### src/rtl/uart_pkg.sv
// uart_pkg: shared UART receiver/transmitter types and helpers; PARITY state exists only with UART_RX_PARITY_EN
package uart_pkg;
  localparam int DATA_BITS = 8;
  typedef enum logic [2:0] {
    IDLE,
    START,
    DATA,
`ifdef UART_RX_PARITY_EN
    PARITY,
`endif
    STOP,
    BREAK
  } state_t;
  function automatic int clks_per_bit(input int freq, input int baud);
    return freq / baud;
  endfunction
endpackage

### src/rtl/uart_rx_if.sv
// uart_rx_if: receiver-to-consumer byte handshake and status; rx_parity_err present only with UART_RX_PARITY_EN
interface uart_rx_if;
  logic [uart_pkg::DATA_BITS-1:0] rx_data;
  logic rx_valid;
  logic rx_ready;
  logic rx_frame_err;
  logic rx_overrun;
  logic rx_busy;
`ifdef UART_RX_PARITY_EN
  logic rx_parity_err;
`endif
  modport master (
    input rx_ready,
    output rx_data, rx_valid, rx_frame_err, rx_overrun, rx_busy
`ifdef UART_RX_PARITY_EN
    , output rx_parity_err
`endif
  );
  modport slave (
    output rx_ready,
    input rx_data, rx_valid, rx_frame_err, rx_overrun, rx_busy
`ifdef UART_RX_PARITY_EN
    , input rx_parity_err
`endif
  );
endinterface

### src/rtl/uart_rx_sync_2ff.sv
// sync_2ff: generic two-flop synchroniser for an asynchronous single-bit input
module sync_2ff #(
  parameter logic RST_VAL = 1'b1
) (
  input  logic clk,
  input  logic rst,
  input  logic d,
  output logic q
);
  logic s1;
  always_ff @(posedge clk) begin
    if (rst) {q, s1} <= {RST_VAL, RST_VAL};
    else {q, s1} <= {s1, d};
  end
endmodule

### src/rtl/uart_rx.sv
// uart_rx: 8N1 UART receiver with one-entry holding register; define UART_RX_PARITY_EN for 8E1 with parity check
module uart_rx import uart_pkg::*; #(
  parameter int CLK_FREQ_HZ = 12000000,
  parameter int BAUD_RATE = 115200
) (
  input logic CLK,
  input logic RESET,
  input logic RXD,
  uart_rx_if.master rx
);
  localparam int CLKS_PER_BIT = clks_per_bit(CLK_FREQ_HZ, BAUD_RATE);
  localparam int CW = $clog2(CLKS_PER_BIT);
  localparam int IW = $clog2(DATA_BITS);
  if (CLKS_PER_BIT < 4) begin : g_cpb_check
    $error("uart_rx: CLKS_PER_BIT must be at least 4");
  end
  state_t state, state_n;
  logic [CW-1:0] cnt;
  logic [IW-1:0] idx;
  logic [DATA_BITS-1:0] shreg;
  logic rxs, prev, tick, half, done, ferr, par_ok;
  sync_2ff #(.RST_VAL(1'b1)) u_sync (.clk(CLK), .rst(RESET), .d(RXD), .q(rxs));
  assign tick = cnt == CW'(CLKS_PER_BIT - 1);
  assign half = cnt == CW'(CLKS_PER_BIT / 2 - 1);
  assign rx.rx_busy = state != IDLE;
`ifdef UART_RX_PARITY_EN
  logic par, perr;
  assign par_ok = ~^{shreg, par};
`else
  assign par_ok = 1'b1;
`endif
  always_comb begin
    state_n = state;
    done = 1'b0;
    ferr = 1'b0;
`ifdef UART_RX_PARITY_EN
    perr = 1'b0;
`endif
    case (state)
      IDLE: state_n = prev & ~rxs ? START : IDLE;
      START: if (half) state_n = rxs ? IDLE : DATA;
`ifdef UART_RX_PARITY_EN
      DATA: if (tick && idx == IW'(DATA_BITS - 1)) state_n = PARITY;
      PARITY: if (tick) state_n = STOP;
`else
      DATA: if (tick && idx == IW'(DATA_BITS - 1)) state_n = STOP;
`endif
      STOP: if (tick) begin
        state_n = rxs ? IDLE : BREAK;
        ferr = ~rxs;
        done = rxs & par_ok;
`ifdef UART_RX_PARITY_EN
        perr = rxs & ~par_ok;
`endif
      end
      BREAK: if (rxs) state_n = IDLE;
      default: state_n = IDLE;
    endcase
  end
  always_ff @(posedge CLK) begin
    if (RESET) begin
      state <= IDLE;
      cnt <= '0;
      idx <= '0;
      shreg <= '0;
      prev <= 1'b1;
      rx.rx_data <= '0;
      rx.rx_valid <= 1'b0;
      rx.rx_frame_err <= 1'b0;
      rx.rx_overrun <= 1'b0;
    end else begin
      state <= state_n;
      cnt <= state_n != state || tick ? '0 : cnt + 1'b1;
      prev <= rxs;
      idx <= state != DATA ? '0 : tick ? idx + 1'b1 : idx;
      if (state == DATA && tick) shreg <= {rxs, shreg[DATA_BITS-1:1]};
      rx.rx_frame_err <= ferr;
      rx.rx_overrun <= done & rx.rx_valid & ~rx.rx_ready;
      if (done && (!rx.rx_valid || rx.rx_ready)) begin
        rx.rx_data <= shreg;
        rx.rx_valid <= 1'b1;
      end else if (rx.rx_ready) rx.rx_valid <= 1'b0;
    end
  end
`ifdef UART_RX_PARITY_EN
  always_ff @(posedge CLK) begin
    if (RESET) begin
      par <= 1'b0;
      rx.rx_parity_err <= 1'b0;
    end else begin
      if (state == PARITY && tick) par <= rxs;
      rx.rx_parity_err <= perr;
    end
  end
`endif
endmodule

### src/flat_wrapper.sv
// flat-port wrapper written by rule: the top's interface ports become plain ports
module uart_rx_flat import uart_pkg::*;
#(
  parameter int CLK_FREQ_HZ = 12000000,
  parameter int BAUD_RATE = 115200
)
  (CLK, RESET, RXD, rx_rx_ready, rx_rx_data, rx_rx_valid, rx_rx_frame_err, rx_rx_overrun, rx_rx_busy);
  uart_rx_if rx_i ();
  input logic CLK;
  input logic RESET;
  input logic RXD;
  input wire logic [$bits(rx_i.rx_ready)-1:0] rx_rx_ready;
  output wire logic [$bits(rx_i.rx_data)-1:0] rx_rx_data;
  output wire logic [$bits(rx_i.rx_valid)-1:0] rx_rx_valid;
  output wire logic [$bits(rx_i.rx_frame_err)-1:0] rx_rx_frame_err;
  output wire logic [$bits(rx_i.rx_overrun)-1:0] rx_rx_overrun;
  output wire logic [$bits(rx_i.rx_busy)-1:0] rx_rx_busy;
  assign rx_i.rx_ready = rx_rx_ready;
  assign rx_rx_data = rx_i.rx_data;
  assign rx_rx_valid = rx_i.rx_valid;
  assign rx_rx_frame_err = rx_i.rx_frame_err;
  assign rx_rx_overrun = rx_i.rx_overrun;
  assign rx_rx_busy = rx_i.rx_busy;
  uart_rx #(.CLK_FREQ_HZ(CLK_FREQ_HZ), .BAUD_RATE(BAUD_RATE)) u_core (.CLK(CLK), .RESET(RESET), .RXD(RXD), .rx(rx_i));
endmodule
### config.mk
export PLATFORM = sky130hd
export DESIGN_NAME = uart_rx_flat
export DESIGN_NICKNAME = d
export VERILOG_FILES = /design/src/rtl/uart_pkg.sv /design/src/rtl/uart_rx_if.sv /design/src/rtl/uart_rx_sync_2ff.sv /design/src/rtl/uart_rx.sv /design/src/flat_wrapper.sv
export SDC_FILE = /design/constraint.sdc
export NUM_CORES = 1
export LEC_CHECK = 0
export CAP_MARGIN = 20
export CORE_UTILIZATION = 50
export CTS_BUF_LIST = sky130_fd_sc_hd__clkbuf_4 sky130_fd_sc_hd__clkbuf_8
export CTS_CLUSTER_DIAMETER = 100
export DETAILED_ROUTE_END_ITERATION = 10
export PLACE_DENSITY = 0.72
export SLEW_MARGIN = 0
export SYNTH_ARGS = -nofsm -noshare
export SYNTH_HDL_FRONTEND = slang
export SYNTH_SLANG_ARGS = --single-unit
### constraint.sdc
create_clock -name CLK -period 3.15 [get_ports CLK]
set_input_delay 0.4725 -clock CLK [delete_from_list [all_inputs] [get_ports CLK]]
set_output_delay 0.4725 -clock CLK [all_outputs]
set_load 0.05 [all_outputs]
==> flow_summary.json <==
{
  "critical_path_class": "reg -> out",
  "critPathBufInv": 2,
  "maxCapViolCount": 0,
  "avgSynthCellArea_um2": 9.494,
  "period_share": 0.7590,
  "setup_violations": 0,
  "die_h_um": 55.90,
  "core_mm2": 0.002758,
  "port_buffers": 15,
  "yosysTopAreaCellShare": 0.4823,
  "synth.cells.most_frequent": "35 x dfxtp_1, 14 x nor2_1, 13 x a21oi_1, 12 x nand3_1, 10 x mux2i_1",
  "dp.cells": 191,
  "status": "finished clean",
  "cts_tree": "done",
  "r2r_slack_ns": 1.15,
  "grt-ovfl-total": 0,
  "synth.yosys.seq_area_share": 0.4823,
  "crit_slowest_cell": "clkdlybuf4s50_1",
  "wire_per_inst_um": 13.43,
  "antenna_found_initial": 0,
  "syn_area_mm2": 0.001453,
  "viasPerCell": 5.673,
  "dieArea_mm2": 0.003125,
  "tightest_slew_ns": 0.5554,
  "setup_ws_ns": 0.7592,
  "synthCells": 153,
  "rsz0062_at_grt": "false",
  "final_cells": 199,
  "startpoint_type": "flop",
  "cp-end-kind": "primary output",
  "grt_max_degree": 17,
  "slowest_delay_ns": 0.79,
  "post_dp_cell_area_mm2": 0.001608,
  "worstHoldStart": "u_core.u_sync.s1",
  "ir_drop_mv": 0.4171,
  "fp-row-count": 19,
  "final_util": 0.6039,
  "numCtsBuffers": 5,
  "ctsResizeCount": 0,
  "cts_setup_buffers": 0,
  "post-dp-hpwl_um": 1964,
  "p_leak_nw": 0.6448,
  "ys_async_sr_fraction": 0,
  "hold_depth": 1,
  "vias": 1129,
  "syn2layout_area_growth_pct": 14.64,
  "r2r-end": "u_core.state[0]",
  "cts_root_buffer": "clkbuf_4",
  "gp_congestion": 0.7779,
  "io_pins": 16,
  "finClkSkew_ns": 0.01088,
  "syn_nets": 160,
  "cp_cell_sequence": "nor3_1 > inv_1 > clkdlybuf4s50_1",
  "cp.required_ns": 2.68,
  "hold_viol": 0,
  "grt_pass1_vias": 1065,
  "synth.area.top_cells": "dfxtp_1 48%, mux2i_1 6.9%, a21oi_1 4.5%",
  "r2r-start": "u_core.cnt[0]",
  "preCtsSetupSlack_ns": 1.133,
  "dr.first_iter.drc_count": 20,
  "worst_ep_arrival_time_ns": 1.92,
  "setup_tns_ns": 0,
  "grt_pass1_wl_um": 4816,
  "r2r_cells": 5,
  "slew_viol_final": 0,
  "critPathMaxFanout": 12,
  "holdBufCountCts": 0,
  "ys_types": 34,
  "final_net_count": 174,
  "postRouteAntennaNets": 0,
  "synth-edff-count": 0,
  "synth-seq-cells": 35,
  "cpLargestDelayFamily": "buffers and inverters",
  "drive_gt1_frac": 0.08929,
  "worst_hold_path.endpoint": "u_core.u_sync.q",
  "die_w_um": 55.90,
  "p_total_mw": 0.7330,
  "first_pass_iters": 4,
  "cts_num_sinks": 35,
  "htree_num_levels": 2,
  "fin_area_mm2": 0.001665,
  "clk_pin_slew_ns": 0.11,
  "diodes": 0,
  "whs_ns": 0.4279,
  "synthFlopType": "dfxtp_1",
  "initial_utilization": 0.5268,
  "worst_skew_pair.late_latency_ns": 0.34,
  "yosysWarnings": 0,
  "clk_path_buf_depth": 2,
  "power_density_mw_per_mm2": 440.1,
  "period_minus_slack_ns": 2.391,
  "synth_largest_area_cell": "dfxtp_1",
  "grt_use_total": 0.2006,
  "relSlewSlack": 0.6277,
  "max_freq_mhz": 418.3,
  "drc": 0,
  "drt_wl_total_um": 2673,
  "fillers": 239,
  "synth.most_common_cell": "dfxtp_1",
  "min_path_type": "reg -> reg"
}
routing by layer:
layer	GRT usage	share of wire
met5	0	0
met2	0.2978	0.45
met1	0.2716	0.49
met3	0.06977	0.046
met4	0.07317	0.013
worst max path at each step:
stage / start / endpoint / slack [ns] / cells past startpoint
after floorplan: u_core.cnt[0] / u_core.cnt[1] / 1.59 / 5
after global placement: u_core.state[0] / rx_rx_busy / 1.21 / 3
after detailed placement: u_core.cnt[0] / u_core.state[0] / 1.13 / 5
after CTS: u_core.state[0] / rx_rx_busy / 0.77 / 3
after global routing: u_core.state[0] / rx_rx_busy / 0.68 / 3
final: u_core.state[0] / rx_rx_busy / 0.76 / 3
layout by cell type, fill, tap and decap left out, types with 2 or more instances in the layout:
master	instances
a21oi_1	13
nor4_1	3
nand3_1	12
xnor2_1	3
nor3b_1	5
nor3_1	2
and3b_1	2
dfxtp_1	35
xor2_1	3
clkbuf_4	6
ha_1	3
nor2b_1	2
nand2b_1	3
nand2_1	6
o21ai_0	8
nor2_1	14
clkdlybuf4s50_1	15
nand4_1	2
a31oi_1	2
or2_2	3
inv_1	2
mux2i_1	10
final cells by class:
class                      count  area, µm²  area share
clock buffer                   6      45.04     0.02705
clock inverter                 2      12.51    0.007513
inverter                       2      7.507    0.004508
multi-input combinational    107      703.2      0.4222
sequential                    35      700.7      0.4207
tap                           31      38.79     0.02329
timing repair buffer          16      157.7     0.09467
cells by family after synthesis:
group / after synthesis / share of synthesized area
AOI/OAI and AO/OA: 27 / 0.1154
DFF: 35 / 0.4823
xor gates and xnor gates: 6 / 0.03618
and+or+nand+nor: 61 / 0.2377
muxes: 10 / 0.06891
buffers and inverters: 11 / 0.03359
adders and majority gates: 3 / 0.02584
state kept, by name, indices dropped and copies added (netlist names):
name / count
u_core.rx.rx_overrun: 1
u_core.shreg: 8
u_core.cnt: 7
u_core.rx.rx_valid: 1
u_core.state: 3
u_core.idx: 3
u_core.rx.rx_data: 8
u_core.u_sync.s1: 1
u_core.rx.rx_frame_err: 1
u_core.prev: 1
u_core.u_sync.q: 1
where the power goes:
group / switching [mW] / internal (mW)
logic: 0.0201 / 0.0157
registers: 0.00643 / 0.448
clock network: 0.148 / 0.0946
total: 0.175 / 0.558
Power figures use the tool's default switching activity.
